==> src/rtl/hockey_input_cond.sv <==
// Input conditioner for the hockey core: synchronizes and debounces both player buttons,
// emits one-cycle press pulses and captures clamped DIR/Y at each accepted press.
module hockey_input_cond #(
  parameter int unsigned DEBOUNCE = 4,
  parameter int unsigned Y_MAX    = 4
) (
  input  logic       clk,
  input  logic       rst,
  input  logic       BTNA,
  input  logic       BTNB,
  input  logic [1:0] DIRA,
  input  logic [1:0] DIRB,
  input  logic [2:0] YA,
  input  logic [2:0] YB,
  output logic       BTNA_P,
  output logic       BTNB_P,
  output logic [1:0] DIRA_Q,
  output logic [1:0] DIRB_Q,
  output logic [2:0] YA_Q,
  output logic [2:0] YB_Q
);

  localparam int unsigned CntW = $clog2(DEBOUNCE) + 1;
  localparam logic [CntW-1:0] CntLast = CntW'(DEBOUNCE - 1);

  // Channel index 0 is player A, 1 is player B.
  logic [1:0]            w_btn_raw;
  logic [1:0][1:0]       w_dir_raw;
  logic [1:0][2:0]       w_y_raw;

  logic [1:0]            r_btn_s1, r_btn_s2;
  logic [1:0][1:0]       r_dir_s1, r_dir_s2;
  logic [1:0][2:0]       r_y_s1, r_y_s2;

  logic [1:0]            r_stable;
  logic [1:0][CntW-1:0]  r_cnt;
  logic [1:0][CntW-1:0]  w_cnt_d;
  logic [1:0]            w_accept;
  logic [1:0]            w_press;
  logic [1:0][2:0]       w_y_clamp;

  logic [1:0]            r_pulse;
  logic [1:0][1:0]       r_dir_q;
  logic [1:0][2:0]       r_y_q;

  assign w_btn_raw = {BTNB, BTNA};
  assign w_dir_raw = {DIRB, DIRA};
  assign w_y_raw   = {YB, YA};

  always_ff @(posedge clk) begin
    if (rst) begin
      r_btn_s1 <= '0;
      r_btn_s2 <= '0;
      r_dir_s1 <= '0;
      r_dir_s2 <= '0;
      r_y_s1   <= '0;
      r_y_s2   <= '0;
    end else begin
      r_btn_s1 <= w_btn_raw;
      r_btn_s2 <= r_btn_s1;
      r_dir_s1 <= w_dir_raw;
      r_dir_s2 <= r_dir_s1;
      r_y_s1   <= w_y_raw;
      r_y_s2   <= r_y_s1;
    end
  end

  // A level change is accepted on the DEBOUNCE-th consecutive differing sample; any sample
  // matching the accepted level restarts the count.
  always_comb begin
    w_accept  = '0;
    w_press   = '0;
    w_cnt_d   = '0;
    w_y_clamp = '0;
    for (int c = 0; c < 2; c++) begin
      w_accept[c] = (r_btn_s2[c] != r_stable[c]) && (r_cnt[c] == CntLast);
      w_press[c]  = w_accept[c] && r_btn_s2[c];
      if ((r_btn_s2[c] == r_stable[c]) || w_accept[c]) begin
        w_cnt_d[c] = '0;
      end else begin
        w_cnt_d[c] = r_cnt[c] + CntW'(1);
      end
      w_y_clamp[c] = ({29'd0, r_y_s2[c]} > Y_MAX) ? 3'(Y_MAX) : r_y_s2[c];
    end
  end

  always_ff @(posedge clk) begin
    if (rst) begin
      r_stable <= '0;
      r_cnt    <= '0;
      r_pulse  <= '0;
      r_dir_q  <= '0;
      r_y_q    <= '0;
    end else begin
      r_stable <= r_stable ^ w_accept;
      r_cnt    <= w_cnt_d;
      r_pulse  <= w_press;
      for (int c = 0; c < 2; c++) begin
        if (w_press[c]) begin
          r_dir_q[c] <= r_dir_s2[c];
          r_y_q[c]   <= w_y_clamp[c];
        end
      end
    end
  end

  assign BTNA_P = r_pulse[0];
  assign BTNB_P = r_pulse[1];
  assign DIRA_Q = r_dir_q[0];
  assign DIRB_Q = r_dir_q[1];
  assign YA_Q   = r_y_q[0];
  assign YB_Q   = r_y_q[1];

endmodule

==> config.mk <==
export PLATFORM = sky130hd
export DESIGN_NAME = hockey_input_cond
export DESIGN_NICKNAME = d
export VERILOG_FILES = /design/src/rtl/hockey_input_cond.sv
export SDC_FILE = /design/constraint.sdc
export NUM_CORES = 1
export LEC_CHECK = 0
export ABC_CLOCK_PERIOD_IN_PS = 1200
export CELL_PAD_IN_SITES_DETAIL_PLACEMENT = 1
export CELL_PAD_IN_SITES_GLOBAL_PLACEMENT = 1
export CORE_MARGIN = 2
export CORE_UTILIZATION = 36
export CTS_CLUSTER_DIAMETER = 100
export DETAILED_ROUTE_END_ITERATION = 16
export GPL_TIMING_DRIVEN = 0
export PLACE_DENSITY_LB_ADDON = 0.1
export SLEW_MARGIN = 5
export SYNTH_ARGS = -nofsm -noshare
export SYNTH_HDL_FRONTEND = slang
export SYNTH_SLANG_ARGS = --single-unit
==> constraint.sdc <==
create_clock -name clk -period 1.2 [get_ports clk]
set_input_delay 0.24 -clock clk [delete_from_list [all_inputs] [get_ports clk]]
set_output_delay 0.24 -clock clk [all_outputs]
set_load 0.01 [all_outputs]
==> impl_metrics.env, run 1 <==
export IMPL_synth_area_per_cell_um2=11.7
export IMPL_cts_sinks=44
export IMPL_clk_latency_ns=0.29
export IMPL_total_power_mw=2.76
export IMPL_irDropWorstVdd_v=0.000742
export IMPL_hold_worst_slack_ns=0.254
export IMPL_r2r_slack_ns=-0.004
export IMPL_drv_cap=0
export IMPL_ys_seq_elements=44
export IMPL_critical_path_class="reg2reg"
export IMPL_die_area_mm2=0.00469
export IMPL_grt_max_degree=15
export IMPL_fin_skew_ns=0.00433
export IMPL_slew_viol_final=0
export IMPL_cts_buffer_depth=2
export IMPL_hp_start="rst"
export IMPL_ff2ff_path_depth=5
export IMPL_numCtsBuffers=5
export IMPL_post_place_ws_ns=-0.159
export IMPL_std_cell_rows=23
export IMPL_grt_overflow=0
export IMPL_p_leak_nw=0.767
export IMPL_fin_crit_sh_pct=100
export IMPL_synth_warning_count=0
export IMPL_hold_buffers=0
export IMPL_hold_class="in2reg"
export IMPL_hpwl_mm=1.83
export IMPL_vias=933
export IMPL_setup_worst_path_end_class="register"
export IMPL_ios=26
export IMPL_synth_top_cell_by_area="dfxtp_1"
export IMPL_synth_net_count=146
export IMPL_status="complete, but fails checks"
export IMPL_synth_top_area_share_pct=58.8
export IMPL_ys_seq_area_share_pct=58.8
export IMPL_worst_pin_slew_ns=0.477
export IMPL_cp_arrival_ns=1.38
export IMPL_grt_setup_unrepaired="yes"
export IMPL_hold_viol_final=0
export IMPL_worst_r2r_endpoint="r_pulse[1]"
export IMPL_grt_pass1_wl_mm=4.44
export IMPL_grt_use_total_pct=13.6
export IMPL_drt_iter0_markers=16
export IMPL_drive_gt1_share_pct=19.5
export IMPL_netlist_area_mm2=0.00150
export IMPL_io_buffer_count=24
export IMPL_synth_cells=128
export IMPL_ant_nets=0
export IMPL_cp_start_kind="register"
export IMPL_startpoint="r_cnt[3]"
export IMPL_relSlewSlack_pct=68.0
export IMPL_required_ns=1.37
export IMPL_timing_fmax_mhz=830
export IMPL_die_h_um=68.5
export IMPL_drcViolationCount=0
export IMPL_antenna_found_initial=0
export IMPL_start_util_pct=37.4
export IMPL_tritoncts="yes"
export IMPL_die_w_um=68.5
export IMPL_violations="negative setup slack"
export IMPL_n_antenna_cell=0
export IMPL_avgRoutedWirePerCell_um=12.6
export IMPL_totalWireLength_mm=2.69
export IMPL_powerDensity_mw_per_mm2=1350
export IMPL_viasPerCell=4.36
export IMPL_setup_violations=1
export IMPL_reg2reg_from="r_cnt[3]"
export IMPL_nets=181
export IMPL_cp_max_fo=6
export IMPL_clk_pin_slew_ns=0.08
export IMPL_grt_pass1_vias=982
export IMPL_gp_congestion=0.714
export IMPL_synthTopCellsByArea="dfxtp_1, nor2b_1, mux2i_1"
export IMPL_cp_endpoint="r_pulse[1]"
export IMPL_core_area_mm2=0.00400
export IMPL_synth_distinct_cells=16
export IMPL_min_period_ns=1.20
export IMPL_worst_slack_ns=-0.00414
export IMPL_drt_pass1_iter_count=4
export IMPL_htreeDepth=2
export IMPL_cts_root_buffer_cell="clkbuf_8"
export IMPL_synthToLayoutAreaGrowth_pct=35.9
## worst max-delay path, cell delays in order, from the launching register on
cell     delay [ns]
dfxtp_2        0.35
ha_4           0.16
ha_4           0.16
and3b_1        0.17
buf_6          0.13
nor2b_1        0.12
## cell type report
type | count | area [um^2]
sequential | 44 | 886
tap | 50 | 62.6
clock buffer | 5 | 68.8
inverter | 2 | 7.51
buffer | 8 | 63.8
timing repair buffer | 28 | 260
fill | 423 | 1960
multi-input combinational | 74 | 644
clock inverter | 3 | 42.5
## synth_stat cells
master    instances
and3b_1           2
buf_2             3
buf_4             2
buf_6             2
clkbuf_1          1
dfxtp_1          44
ha_1              4
inv_1             2
mux2i_1          12
nand2b_1         16
nor2_1            2
nor2b_1          26
nor4_1            4
nor4b_1           2
or3b_1            4
xnor2_1           2
## registers in the layout, summed over array words and instances, names as in the netlist, named ones only
name,count
DIRA_Q,2
DIRB_Q,2
YA_Q,3
YB_Q,3
r_btn_s1,2
r_btn_s2,2
r_cnt,6
r_dir_s1,4
r_dir_s2,4
r_pulse,2
r_y_s1,6
r_y_s2,6
## cell families (layout without fill, tap and decap cells)
family        Yosys count  count (layout)  share of synthesized area, %
flops                  44              44                          58.8
xor+xnor                2               2                          1.17
buf+inv                10              46                          4.26
fa+ha+maj               4               4                          3.34
simple gates           56              56                          24.4
mux                    12              12                          8.02
## report_power, final
group / internal [mW] / switching [mW] / total, mW / leakage [nW]
clock network: 0.616 / 0.500 / 1.12 / 0.0541
registers: 1.50 / 0.0117 / 1.51 / 0.362
logic: 0.0802 / 0.0496 / 0.130 / 0.351
## what timing repair did
action / in CTS / in global routing
resized for setup: 20 / 11
buffers inserted: 4 / 0
pin swaps: 3 / 0
endpoints found under the hold margin: 0 / 0
setup endpoints to repair: 25 / 19
## worst min path at each step
stage	to	slack (ns)	depth (start not counted)
3_3_place_gp	r_cnt[0]	0.42	1
6_report	YA_Q[1]	0.25	3
4_1_cts	YB_Q[0]	0.25	3
3_5_place_dp	r_dir_s2[3]	0.42	1
2_1_floorplan	r_dir_s1[2]	0.37	1
5_1_grt	YB_Q[0]	0.26	3
## cell usage in the layout (no fill, tap or decap)
cell             netlist  layout
dfxtp_1               44      40
nor2b_1               26      25
nand2b_1              16      16
mux2i_1               12      12
clkdlybuf4s50_1        0      12
dlygate4sd2_1          0       8
clkbuf_8               0       5
buf_6                  2       4
or3b_1                 4       4
ha_4                   0       4
clkdlybuf4s15_1        0       4
dfxtp_2                0       4
buf_4                  2       4
buf_2                  3       3
inv_1                  2       2
xnor2_1                2       2
and3b_1                2       2
nor2_1                 2       2
nor4_2                 0       2
nor4_4                 0       1
nor4b_2                0       1
nor4_1                 4       1
nor2b_4                0       1
clkbuf_1               1       1
nor4b_1                2       1
clkinv_2               0       1
bufinv_16              0       1
clkinvlp_4             0       1
## routing by layer
metal  share of wire (%)  vias to the layer above  track usage [%]
li1                    -                      478                -
met1                  45                      432             14.8
met2                  50                       21             23.0
met3                 5.0                        2             6.33
met4                0.63                        0             5.25
met5                   0                        -                0
## metrics by stage
step                cell area [um^2]  util (%)  setup TNS (ns)  instances
CTS                             1990      49.9       -0.000135        214
global placement                1820      45.4          -0.554        202
finish                          2040      50.9        -0.00414        214
floorplan                       1520         -               0        128
detailed placement              1820      45.4           -1.26        202
global route                    2040      50.9          -0.385        214
No activity file was read; power rests on OpenSTA's default activity.
==> inputs of run 2 (changes only) <==
ABC_CLOCK_PERIOD_IN_PS = 1450   (was 1200)
CORE_UTILIZATION = 43   (was 36)
clock period = 1.45 ns   (was 1.2 ns; I/O delays follow)
==> impl_metrics.env, run 2 (same netlist as run 1, synthesis figures left out) <==
export IMPL_status="finished clean"
export IMPL_drive_gt1_share_pct=11.3
export IMPL_setup_violations=0
export IMPL_drv_cap=0
export IMPL_final_common_cell="dfxtp_1"
export IMPL_total_power_mw=1.95
export IMPL_hpwl_mm=1.91
export IMPL_io_buffer_count=24
export IMPL_hp_start="rst"
export IMPL_grt_pass1_wl_mm=4.48
export IMPL_crit_family="adder cells"
export IMPL_std_cell_rows=21
export IMPL_grt_max_degree=14
export IMPL_grt_overflow=0
export IMPL_grt_pass1_vias=1004
export IMPL_num_fill_cells=380
export IMPL_cts_root_buffer_cell="clkbuf_4"
export IMPL_synthToLayoutAreaGrowth_pct=24.1
export IMPL_cp_arrival_ns=1.61
export IMPL_gp_congestion=0.648
export IMPL_worst_r2r_endpoint="YB_Q[1]"
export IMPL_grt_use_total_pct=14.6
export IMPL_reg2reg_from="r_cnt[3]"
export IMPL_slew_viol_final=0
export IMPL_nets=177
export IMPL_drt_pass1_iter_count=4
export IMPL_ff2ff_path_depth=5
export IMPL_holdPathEnd="YA_Q[0]"
export IMPL_irDropWorstVdd_v=0.000546
export IMPL_fin_skew_ns=0.00673
export IMPL_vias=948
export IMPL_totalWireLength_mm=2.51
export IMPL_cts_buffer_depth=2
export IMPL_grt_setup_unrepaired="no"
export IMPL_required_ns=1.71
export IMPL_critical_path_class="reg2reg"
export IMPL_cp_max_fo=6
export IMPL_core_area_mm2=0.00334
export IMPL_final_cell_mix="dfxtp_1, nor2b_1, nand2b_1"
export IMPL_r2r_slack_ns=0.10
export IMPL_timing_fmax_mhz=741
export IMPL_crit_path_max_incr_delay_ns=0.34
export IMPL_p_leak_nw=0.742
export IMPL_drcViolationCount=0
export IMPL_fin_crit_sh_pct=93.1
export IMPL_viasPerCell=4.60
export IMPL_ant_nets=0
export IMPL_die_h_um=63.0
export IMPL_crit_chain="ha_1 -> ha_4 -> and3b_1 -> buf_4 -> mux2i_1"
export IMPL_numCtsBuffers=5
export IMPL_start_util_pct=44.9
export IMPL_hold_class="in2reg"
export IMPL_cts_sinks=44
export IMPL_drt_iter0_markers=18
export IMPL_finalSetupTns_ns=0
export IMPL_reg_top3="r_cnt (6), r_y_s1 (6), r_y_s2 (6)"
export IMPL_clk_latency_ns=0.34
export IMPL_clk_pin_slew_ns=0.12
export IMPL_hold_depth=3
export IMPL_worst_pin_slew_ns=0.406
export IMPL_postCtsSetupRepairBufs=0
export IMPL_tritoncts="yes"
export IMPL_antenna_found_initial=0
export IMPL_cp_start_kind="register"
export IMPL_worst_path_max_delay_cell="dfxtp_2"
export IMPL_die_w_um=63.0
export IMPL_powerDensity_mw_per_mm2=1050
export IMPL_htreeDepth=2
export IMPL_die_area_mm2=0.00397
export IMPL_hold_viol_final=0
export IMPL_avgRoutedWirePerCell_um=12.2
export IMPL_n_antenna_cell=0
export IMPL_cp_buffers_inverters=1
export IMPL_ios=26
export IMPL_relSlewSlack_pct=72.9
export IMPL_setup_worst_path_end_class="register"
export IMPL_min_period_ns=1.35
==> run 2: per-layer routing <==
layer | track usage [%] | routed length [um] | up-vias | share of wire [%]
met4 | 5.00 | 0 | 0 | 0
li1 | - | - | 474 | -
met2 | 25.7 | 1270 | 23 | 51
met1 | 16.4 | 1110 | 451 | 44
met3 | 4.86 | 129 | 0 | 5.1
met5 | 0 | 0 | - | 0
==> run 2: how the worst max path moves through the flow <==
stage,startpoint,to,slack [ns],depth (start not counted)
after floorplan,r_cnt[3],r_pulse[1],0.17,5
after global placement,r_cnt[3],r_pulse[1],0.12,5
after detailed placement,r_cnt[3],YB_Q[1],0.05,5
after CTS,r_cnt[3],YB_Q[1],0.02,5
after global routing,r_cnt[3],YB_Q[1],0.01,5
final,r_cnt[3],YB_Q[1],0.10,5
==> run 2: layout make-up <==
type | instances | area, um^2 | share of cell area, %
buffer | 8 | 56.3 | 3.03
clock buffer | 6 | 51.3 | 2.76
clock inverter | 2 | 10.0 | 0.539
inverter | 2 | 7.51 | 0.404
multi-input combinational | 74 | 568 | 30.6
sequential | 44 | 882 | 47.5
tap | 46 | 57.6 | 3.10
timing repair buffer | 24 | 225 | 12.1
==> run 2: where the power goes <==
group | leakage, nW | switching, mW | internal [mW]
combinational | 0.344 | 0.0362 | 0.0643
clock | 0.0380 | 0.365 | 0.231
sequential | 0.360 | 0.00968 | 1.24
total | 0.742 | 0.411 | 1.54
==> run 2: worst min-delay path, stage by stage <==
cell and delay (ns):
buf_6 0.10, or3b_1 0.10, mux2i_1 0.06
==> run 2: timing repair <==
| action | 4_1_cts | 5_1_grt |
|---|---|---|
| endpoints found under the setup margin | 12 | 8 |
| gates resized for setup | 12 | 4 |
| hold buffers | 0 | 0 |
==> run 2: through the flow <==
stage / std cells / setup WS (ns) / utilization [%] / instance area (um^2) / hold WS [ns]
2_1_floorplan: 128 / 0.174 / - / 1500 / 0.405
5_1_grt: 206 / 0.0102 / 55.7 / 1860 / 0.250
6_report: 206 / 0.100 / 55.7 / 1860 / 0.252
3_3_place_gp: 198 / 0.115 / 53.8 / 1800 / 0.414
4_1_cts: 206 / 0.0200 / 55.2 / 1840 / 0.239
3_5_place_dp: 198 / 0.0539 / 53.8 / 1800 / 0.428
==> inputs of run 3 (changes only) <==
--- a/config.mk
+++ b/config.mk
@@ -14,3 +14,2 @@
 export DETAILED_ROUTE_END_ITERATION = 16
-export GPL_TIMING_DRIVEN = 0
 export PLACE_DENSITY_LB_ADDON = 0.1
==> constraint.sdc (replaced) <==
create_clock -name clk -period 1.45 [get_ports clk]
set_input_delay 0.435 -clock clk [delete_from_list [all_inputs] [get_ports clk]]
set_output_delay 0.435 -clock clk [all_outputs]
set_load 0.01 [all_outputs]
==> impl_metrics.env, run 3 (same netlist as run 1, synthesis figures left out) <==
export IMPL_tritoncts="yes"
export IMPL_vias=916
export IMPL_grt_busiest_layer="met2"
export IMPL_drcViolationCount=0
export IMPL_fin_util_pct=55.6
export IMPL_avgRoutedWirePerCell_um=12.1
export IMPL_finalSetupTns_ns=0
export IMPL_final_cell_mix="dfxtp_1, nor2b_1, nand2b_1"
export IMPL_grt_max_degree=20
export IMPL_clk_pin_slew_ns=0.12
export IMPL_die_area_mm2=0.00397
export IMPL_htreeDepth=2
export IMPL_ant_nets=0
export IMPL_cts_buffer_depth=2
export IMPL_slew_viol_final=0
export IMPL_post_place_ws_ns=-0.226
export IMPL_hold_class="reg2reg"
export IMPL_clk_latency_ns=0.35
export IMPL_synthToLayoutAreaGrowth_pct=23.9
export IMPL_gp_congestion=0.728
export IMPL_cp_arrival_ns=0.94
export IMPL_grt_use_total_pct=15.0
export IMPL_crit_chain="clkdlybuf4s15_1"
export IMPL_timing_fmax_mhz=728
export IMPL_cts_root_buffer_cell="clkbuf_4"
export IMPL_startpoint="YA_Q[1]"
export IMPL_grt_pass1_vias=924
export IMPL_numCtsBuffers=5
export IMPL_drt_pass1_iter_count=4
export IMPL_fin_cells=204
export IMPL_cp_max_fo=2
export IMPL_hp_start="r_y_s1[5]"
export IMPL_grt_pass1_wl_mm=4.37
export IMPL_cp_buffers_inverters=1
export IMPL_reg2reg_from="r_cnt[3]"
export IMPL_nets=176
export IMPL_worst_path_max_delay_cell="dfxtp_2"
export IMPL_setup_violations=0
export IMPL_fin_crit_sh_pct=94.8
export IMPL_total_power_mw=1.98
export IMPL_hold_buffers=0
export IMPL_die_w_um=63.0
export IMPL_drv_cap=0
export IMPL_viasPerCell=4.49
export IMPL_min_period_ns=1.37
export IMPL_die_h_um=63.0
export IMPL_reg_top3="r_cnt (6), r_y_s1 (6), r_y_s2 (6)"
export IMPL_post_dp_cell_area_mm2=0.00179
export IMPL_grt_util_met1_pct=15.8
export IMPL_relSlewSlack_pct=81.9
export IMPL_drive_gt1_share_pct=13.9
export IMPL_worst_pin_slew_ns=0.269
export IMPL_fin_area_mm2=0.00186
export IMPL_placed_cells=197
export IMPL_std_cell_rows=21
export IMPL_p_leak_nw=0.704
export IMPL_hold_worst_slack_ns=0.449
export IMPL_cp_start_kind="register"
export IMPL_critical_path_class="reg2out"
export IMPL_crit_path_max_incr_delay_ns=0.36
export IMPL_status="finished clean"
export IMPL_final_common_cell="dfxtp_1"
export IMPL_drt_iter0_markers=27
export IMPL_use_met2_pct=25.4
export IMPL_core_area_mm2=0.00334
export IMPL_n_antenna_cell=0
export IMPL_hpwl_mm=1.83
export IMPL_worst_slack_ns=0.0757
export IMPL_hold_viol_final=0
export IMPL_setup_worst_path_end_class="output port"
export IMPL_powerDensity_mw_per_mm2=1070
export IMPL_crit_family="flip-flops"
export IMPL_irDropWorstVdd_v=0.000652
export IMPL_required_ns=1.02
export IMPL_grt_use_met3_pct=5.95
export IMPL_io_buffer_count=25
export IMPL_grt_overflow=0
export IMPL_cts_sinks=44
export IMPL_ios=26
export IMPL_start_util_pct=44.9
export IMPL_totalWireLength_mm=2.46
export IMPL_fin_skew_ns=0.00695
export IMPL_antenna_found_initial=0
## run 3: cell count changes in the layout (fill, tap and decap cells not counted), moves of 2 or more
cell             before  now
dfxtp_2               1    5
ha_1                  2    4
buf_2                 3    0
dlygate4sd2_1        12    2
buf_4                 2    6
clkbuf_2              0    2
clkinv_2              2    0
dfxtp_1              43   39
and3b_2               0    2
buf_6                 2    0
clkdlybuf4s15_1       0    8
and3b_1               2    0
## run 3: final timing paths
kind	endpoint	depth (start not counted)	slack, ns
max reg2reg	YB_Q[2]	4	0.13
min reg2reg	r_y_s2[5]	1	0.45
max	YA_Q[1]	1	0.08
min	r_y_s2[5]	1	0.45
## run 3: power by group
group,total [mW],switching (mW),leakage (nW),internal [mW]
clock,0.630,0.355,0.0374,0.275
combinational,0.0981,0.0334,0.304,0.0647
sequential,1.25,0.00936,0.362,1.24
total,1.98,0.398,0.704,1.58
## run 3: repair_timing
item                       CTS  global route
resized for setup           14            17
setup endpoints to repair   12            21
buffers inserted             0             0
## run 3: worst register-to-register path: cells and delay by family (launching register included)
| kind | cells | cell delay [ns] |
|---|---|---|
| fa+ha+maj | 2 | 0.35 |
| flops | 1 | 0.37 |
| mux | 1 | 0.23 |
| simple gates | 1 | 0.31 |
## run 3: layout make-up
class / count / area (um^2)
Inverter: 2 / 7.51
Clock buffer: 7 / 65.1
Fill cell: 363 / 1480
Tap cell: 46 / 57.6
Timing Repair Buffer: 31 / 283
Multi-Input combinational cell: 74 / 556
Sequential cell: 44 / 887
## run 3: routing by layer
| layer | vias to the layer above | wire length, um | part of all wire (%) |
|---|---|---|---|
| met5 | - | 0 | 0 |
| met4 | 0 | 57 | 2.3 |
| met3 | 5 | 137 | 5.6 |
| met2 | 23 | 1220 | 50 |
| met1 | 420 | 1050 | 42 |
| li1 | 468 | - | - |
